### src/rtl/if_fetch_stage.sv
// ---------------------------------------------------------------------------
// if_fetch_stage
//
// Front-end fetch stage. Holds the fetch PC, issues one aligned 16-byte
// I-cache request at a time and splits each response into up to four
// {pc, instr} entries for the instruction buffer. Requests are gated on
// instruction-buffer free space. Redirects flush the buffer, retarget the PC
// and discard any response still in flight for the old path.
//
// Optional feature: define IF_PERF_CNT_EN to build the two performance
// counters; otherwise both perf outputs are tied to 0.
//
// Ports:
//   clk, rst            clock; asynchronous active-high reset
//   redirect_valid/pc   back-end redirect request and target
//   ib_size             current instruction-buffer occupancy
//   icache_req_*        request channel (valid/ready/aligned address)
//   icache_resp_*       response channel (always accepted), 4 x 32-bit words
//   if1_to_ib           4 packed {pc, instr} entries, slot 0 in the LSBs
//   push_num            number of valid slots (0..4)
//   flush_ib            clear the instruction buffer (same cycle as redirect)
//   perf_stall_cycles   cycles in REQ blocked by buffer space
//   perf_fetch_pkts     cycles with a non-zero push
// ---------------------------------------------------------------------------
module if_fetch_stage #(
  parameter int          IB_WIDTH      = 16,
  parameter int          IB_WIDTH_LOG2 = 4,
  parameter logic [31:0] RESET_PC      = 32'h1c00_0000
) (
  input  logic                     clk,
  input  logic                     rst,
  input  logic                     redirect_valid,
  input  logic [31:0]              redirect_pc,
  input  logic [IB_WIDTH_LOG2:0]   ib_size,
  output logic                     icache_req_valid,
  input  logic                     icache_req_ready,
  output logic [31:0]              icache_req_addr,
  input  logic                     icache_resp_valid,
  input  logic [127:0]             icache_resp_data,
  output logic [255:0]             if1_to_ib,
  output logic [2:0]               push_num,
  output logic                     flush_ib,
  output logic [31:0]              perf_stall_cycles,
  output logic [31:0]              perf_fetch_pkts
);

  localparam logic [1:0] ST_REQ     = 2'd0;
  localparam logic [1:0] ST_WAIT    = 2'd1;
  localparam logic [1:0] ST_DISCARD = 2'd2;

  // A full packet of four entries must fit before a request is issued.
  localparam logic [IB_WIDTH_LOG2:0] SPACE_MAX = (IB_WIDTH_LOG2 + 1)'(IB_WIDTH - 4);

  logic [31:0] pc;
  logic [1:0]  state;
  logic        space_ok;
  logic        push_fire;
  logic [31:0] fetch_base;
  logic [1:0]  ofs;

  // Only word-aligned PCs are supported, so the byte offset is never used.
  logic unused_pc_bits;
  assign unused_pc_bits = ^pc[1:0];

  assign space_ok   = (ib_size <= SPACE_MAX);
  assign fetch_base = {pc[31:4], 4'b0};
  assign ofs        = pc[3:2];

  assign flush_ib         = redirect_valid;
  assign icache_req_addr  = fetch_base;
  // Held low during reset so every output except the address reads 0.
  assign icache_req_valid = ~rst & (state == ST_REQ) & space_ok & ~redirect_valid;
  assign push_fire        = (state == ST_WAIT) & icache_resp_valid & ~redirect_valid;

  // Split the response starting at the word the PC points into.
  always_comb begin : split_resp
    logic [2:0] idx;
    // NOTE: every combinational output gets a default first so no path
    // through the block leaves it unassigned (which would infer a latch).
    if1_to_ib = '0;
    push_num  = '0;
    idx       = '0;
    if (push_fire) begin
      push_num = 3'd4 - {1'b0, ofs};
      for (int i = 0; i < 4; i++) begin
        idx = {1'b0, ofs} + 3'(i);
        if (idx < 3'd4) begin
          if1_to_ib[64*i +: 64] = {fetch_base + {27'b0, idx, 2'b00},
                                   icache_resp_data[{idx[1:0], 5'b0} +: 32]};
        end
      end
    end
  end

  // NOTE: state registers use non-blocking assignments so all flops update
  // together from pre-edge values, independent of statement order.
  always_ff @(posedge clk or posedge rst) begin
    if (rst) begin
      pc    <= RESET_PC;
      state <= ST_REQ;
    end else if (redirect_valid) begin
      pc <= redirect_pc;
      // A request still in flight must have its response swallowed; if it
      // arrives this very cycle it is dropped here instead.
      if (state == ST_REQ || icache_resp_valid) state <= ST_REQ;
      else                                      state <= ST_DISCARD;
    end else begin
      case (state)
        ST_REQ: begin
          if (icache_req_valid && icache_req_ready) state <= ST_WAIT;
        end
        ST_WAIT: begin
          if (icache_resp_valid) begin
            pc    <= {pc[31:4] + 28'd1, 4'b0};
            state <= ST_REQ;
          end
        end
        ST_DISCARD: begin
          if (icache_resp_valid) state <= ST_REQ;
        end
        default: state <= ST_REQ;
      endcase
    end
  end

`ifdef IF_PERF_CNT_EN
  logic [31:0] stall_cnt;
  logic [31:0] pkt_cnt;

  always_ff @(posedge clk or posedge rst) begin
    if (rst) begin
      stall_cnt <= '0;
      pkt_cnt   <= '0;
    end else begin
      if (state == ST_REQ && !space_ok && !redirect_valid) stall_cnt <= stall_cnt + 32'd1;
      if (push_num != 3'd0)                                pkt_cnt   <= pkt_cnt + 32'd1;
    end
  end

  assign perf_stall_cycles = stall_cnt;
  assign perf_fetch_pkts   = pkt_cnt;
`else
  assign perf_stall_cycles = '0;
  assign perf_fetch_pkts   = '0;
`endif

endmodule

### config.mk
export PLATFORM = sky130hd
export DESIGN_NAME = if_fetch_stage
export DESIGN_NICKNAME = d
export VERILOG_FILES = /design/src/rtl/if_fetch_stage.sv
export SDC_FILE = /design/constraint.sdc
export NUM_CORES = 1
export LEC_CHECK = 0
export ABC_AREA = 1
export CAP_MARGIN = 10
export CORE_AREA = 2 2 203 205
export DETAILED_ROUTE_END_ITERATION = 12
export DIE_AREA = 0 0 205 207
export GPL_TIMING_DRIVEN = 0
export REMOVE_ABC_BUFFERS = 1
export SKIP_CTS_REPAIR_TIMING = 1
export SLEW_MARGIN = 20
export SYNTH_ARGS = -nofsm -noshare
export SYNTH_HDL_FRONTEND = slang
export SYNTH_SLANG_ARGS = --single-unit
### constraint.sdc
create_clock -name clk -period 5.5 [get_ports clk]
set_input_delay 0.55 -clock clk [delete_from_list [all_inputs] [get_ports clk]]
set_output_delay 0.55 -clock clk [all_outputs]
set_load 0.03 [all_outputs]
---- Yosys cells after proc, flatten, opt, wreduce, memory -nomap -nowiden ----
Index checks and enable logic that the tools add are counted.
storage, ports and cells
  register bits ........................... 34
  latch bits .............................. 0
  memory bits (writable) .................. 0
  ROM bits ................................ 0
  input bits .............................. 170
  output and inout port bits .............. 357
  word-level logic and storage cells ...... 53
  memories kept ........................... 0
operators by class
  $add $sub $neg .......................... 9
  multipliers ............................. 0
  div/mod/pow operators ................... 0
  order comparisons ....................... 5
  equality and inequality tests ........... 4
  shift operators ......................... 4
  multiplexer cells ....................... 14
  bitwise logic cells ..................... 7
  reduce and logical (&&, ||, !) cells .... 8
operators with widths
  cell                                                        count
  indexed part select 128 x 8 -> 32 bit                       4
  2-to-1 mux 256 bit                                          1
  2-to-1 mux 64 bit                                           4
  adder 32 x 5 -> 32 bit                                      3
  2-to-1 mux 32 bit                                           3
  adder 32 x 4 -> 32 bit                                      1
  adder 28 x 1 -> 28 bit, second input constant               1
  less-than comparator 3 bit, second input constant           3
  2-to-1 mux 2 bit                                            4
  adder 2 x 2 -> 3 bit, second input constant                 2
  AND 1 bit                                                   5
  <= comparator 5 x 4 -> 1 bit, second input constant         1
  case mux 2 bit (2 select lines)                             1
  AND reduction 2 bit                                         2
  nonzero test 2 bit                                          2
  adder 2 x 1 -> 3 bit, second input constant                 1
  less-than comparator 2 x 3 -> 1 bit, second input constant  1
  2-to-1 mux 3 bit                                            1
  inequality test 3 x 1 -> 1 bit, second input constant       1
  inequality test 3 x 2 -> 1 bit, second input constant       1
  subtractor 3 x 2 -> 3 bit, first input constant             1
  == test 2 x 1 -> 1 bit, second input constant               1
  == test 2 bit, second input constant                        1
  logical NOT 2 bit                                           1
  other kinds (4)                                             5

---- Logic depth before layout (Yosys ltp) ----
  word-level depth ........................ 8
  gate-level depth with buffers ........... 14
  mapped depth without buffers ............ 12

---- Least setup slack after synthesis ----
Ideal clock, no wire load.
  kind .................................... register to output
  start point ............................. register pc[2]
  end point ............................... output if1_to_ib[252]
  arrival ................................. 2.520 ns
  data required time ...................... 4.950 ns
  path slack .............................. 2.430 ns
  stages on the path, launching flop included .. 15
  path buffers ............................ 2
  path through ............................ dfrtp_1 buf_4 clkbuf_1 inv_1 ha_1 nor2_1 ha_1 inv_1 nor2_4 nand2_1 nor2_2 nand3_1 nand2_1 nand2_1 nor2_1
on the way
  cells in the longest elaborated chain, start to end .. 4
  elaborated cells between the ends (all ways) .. 5
  classes of those cells .................. add/sub (2); order compare (1); mux (2)
ends and longest elaborated chain
  item                                                                  RTL line  RTL
  start, declared                                                       54        logic [31:0] pc;
  start signal, assigned                                                102       pc <= redirect_pc;
  start signal, assigned                                                114       pc <= {pc[31:4] + 28'd1, 4'b0};
  adder 2 x 2 -> 3 bit *                                                86        idx = {1'b0, ofs} + 3'(i);
  adder 32 x 5 -> 32 bit or less-than comparator 3 bit (tied branches)  88, 87
  2-to-1 mux 64 bit *                                                   87        if (idx < 3'd4) begin
  2-to-1 mux 256 bit *                                                  83        if (push_fire) begin
  end, declared                                                         40        output logic [255:0] if1_to_ib,
Mark *: on every way between the ends. The rest lies on a longest branch, timed or not.

---- Final worst setup path ----
  start point ............................. input icache_resp_valid
  end point ............................... output if1_to_ib[104]
on the way
  cells in the longest elaborated chain, start to end .. 3
ends and longest elaborated chain
  item                     RTL line  RTL
  start, declared          38        input logic icache_resp_valid,
  AND 1 bit (2 in series)  73        assign push_fire = (state == ST_WAIT) & icache_resp_valid & ~redirect_valid;
  2-to-1 mux 256 bit       83
No other way between the ends.

==> impl_metrics.tcl <==
set metrics [dict create \
    slowest_stage "nor2_4" \
    num-nets-final 1915 \
    worst_path_most_repeated_cell "clkdlybuf4s50_1" \
    synth.distinct_cells 37 \
    drt-wirelength-per-cell_um 17.7 \
    synth_most_common_cell "nor2_1" \
    vias 9938 \
    fin_cells 2270 \
    drt-pass1-iter-count 5 \
    worst_setup_path_end_kind "output port" \
    p_per_area_nw_per_um2 200 \
    syn-mean-instance-area_um2 5.22 \
    crit_chain "clkdlybuf4s50_1, nand3_4, nor2_4, buf_12, inv_2, a21oi_1, o21a_1, clkdlybuf4s50_1" \
    numCtsBuffers 5 \
    cp_num_buf_inv 4 \
    cts.path.max_buffers 2 \
    clkTransAtPathRegs_ps 60 \
    grt_use_met3 0.0348 \
    worst_pin_slew_ps 993 \
    grt_use_total 0.177 \
    cts_sinks 32 \
    htree_levels 2 \
    cp_max_fo 53 \
    yosys_register_bits 32 \
    io_pins 527 \
    synthTopCellsByCount "307 x nor2_1, 285 x nand2_1, 227 x o21ai_0, 140 x inv_1, 122 x buf_4" \
    placed_area_um2 11700 \
    rr_worst_depth 6 \
    hold_end "state[1]$_DFFE_PP0P_" \
    ys_async_sr_fraction 1.00 \
    holdWs_ps 500 \
    antenna_found_initial 0 \
    start_util 0.180 \
    dieArea_um2 42400 \
    synthSimpleGateAreaFrac 0.397 \
    cts-root-buf "clkbuf_16" \
    p_leak_uw 0.00485 \
    drc 0 \
    hp-start "state[1]$_DFFE_PP0P_" \
    drtIter0Drc 508 \
    hold_violations 0 \
    r2r_slack_ps 3070 \
    grt_start_max_net_pins 103 \
    final.setup_skew_ps 5.07 \
    die_height_um 207 \
    grt_pass1_wl_um 57600 \
    grt_setup_unrepaired "no" \
    maxCapViolCount 0 \
    period_share 0.841 \
    status "finished clean" \
    finalPower_uw 2360 \
    synthTopCellsByArea "nor2_1 16%, o21ai_0 16%, nand2_1 15%" \
    cp_data_required_time_ps 4950 \
    cpPeakStageDelay_ps 900 \
    synth_top_family_by_area "simple AND/OR/NAND/NOR gates" \
    fin_crit_ps 4620 \
    ir_drop_mv 0.125 \
    synth_area_um2 7250 \
    synth_top_area_frac 0.159 \
    io_buffers 448 \
    synth_enable_flop_cells 0 \
    core_um2 40400 \
    cts_tree "yes" \
    critPathLaunchType "input port" \
    r2r-end "pc[10]$_DFFE_PP0P_" \
    gr-usage-met1 0.205 \
    busiest_layer "met2" \
    insertion_delay_ps 290 \
    slew_headroom 0.336 \
    fp-row-count 74 \
    holdPathStages 2 \
    fp.dieW_um 205 \
    yosys_most_used_dff "dfrtp_1" \
    cpLargestDelayFamily "buffers and inverters" \
    maxSlewViolCount 0 \
    ys_warn_count 0 \
    critPathKind "in -> out" \
    gr-total-overflow 0 \
    drt-vias-per-instance 4.38 \
    r2r-start "state[1]$_DFFE_PP0P_" \
    hpwl_um 32600 \
    grt_use_met2 0.324 \
    postSynthCellCount 1388 \
    synth.area.mux_share 0 \
    grt_pass1_vias 9279 \
    design_area_um2 11800 \
    fin_util 0.292 \
    min_path_type "reg -> reg" \
    gp_congestion 0.917 \
    fillers 4566 \
    synth-adder-area-share 0.0173 \
    critPathArrivalTime_ps 4070 \
    synthXorXnorAreaFrac 0.00362 \
    wirelength_um 40100 \
    postRouteAntennaNets 0 \
    synth_compound_area_frac 0.226 \
    yosysTopAreaCell "nor2_1" \
    finalSetupViolCount 0 \
    drive_above_1_share 0.0340 \
    synth_seq_area_share 0.111 \
    placedCellCount 2260 \
    area_delta_synth_final_pct 62.7 \
    fmax_ghz 0.216 \
]
## flip-flops by register name, summed over array words and instances, names as in the netlist
register,cells
pc,30
state,2
## cell usage in the layout (no fill, tap or decap), drive strengths merged, types with 9 or more instances in the layout
master,count
clkdlybuf4s50,447
nor2,327
nand2,295
o21ai,235
inv,144
conb,76
o22ai,32
a21oi,30
dfrtp,29
nand3,28
nand4,19
nor3,14
ha,10
buf,9
## cell families after synthesis
group,Yosys count
AO/OA/AOI/OAI,312
XOR/XNOR,3
adder cells (fa/ha/maj),10
buffers and inverters,338
flip-flops,32
other,1
AND/OR/NAND/NOR,692
## worst max path at each step
stage                                  from              to  slack, ps  cells after the start
after floorplan           pc[2]$_DFFE_PP0P_   if1_to_ib[99]      -2260                      4
after global placement    pc[2]$_DFFE_PP0P_   if1_to_ib[68]      -5220                      6
after detailed placement  icache_resp_valid  if1_to_ib[170]        850                      8
after CTS                 icache_resp_valid  if1_to_ib[170]        840                      8
after global routing      icache_resp_valid  if1_to_ib[104]        680                      8
final                     icache_resp_valid  if1_to_ib[104]        880                      8
## layout make-up
class / count / area [µm²] / area share
clock buffers: 7 / 133 / 0.0112
flip-flops and latches: 32 / 808 / 0.0685
repair buffers: 456 / 4660 / 0.395
clock inverters: 1 / 5.00 / 0.000424
diodes: 2 / 5.00 / 0.000424
multi-input cells: 1093 / 4960 / 0.421
inverters: 147 / 556 / 0.0471
well taps: 532 / 666 / 0.0564
## worst register-to-register path, cell delays in order, from the launching register on
cell and delay, ps:
dfrtp_1 380, inv_1 90, ha_1 220, nand3_4 600, nor2_1 770, nand4_1 160, o2111ai_1 120
## power by group
| part | internal (µW) | leakage, µW | switching, µW | total, µW |
|---|---|---|---|---|
| Clock | 168 | 0.0000679 | 116 | 283 |
| Combinational | 572 | 0.00439 | 1100 | 1670 |
| Sequential | 287 | 0.000385 | 119 | 406 |
## per-layer routing
layer	wire [µm]	vias to the layer above
met1	16100	4520
met4	1300	0
met5	0	-
li1	-	4935
met2	19800	437
met3	2950	46
## stage by stage
step           worst slack, ps  TNS [ps]
5_1_grt                    681         0
3_5_place_dp               850         0
4_1_cts                    838         0
6_report                   876         0
3_3_place_gp             -5220   -575000
2_1_floorplan            -2260   -133420
(Power assumes the default switching activity.)
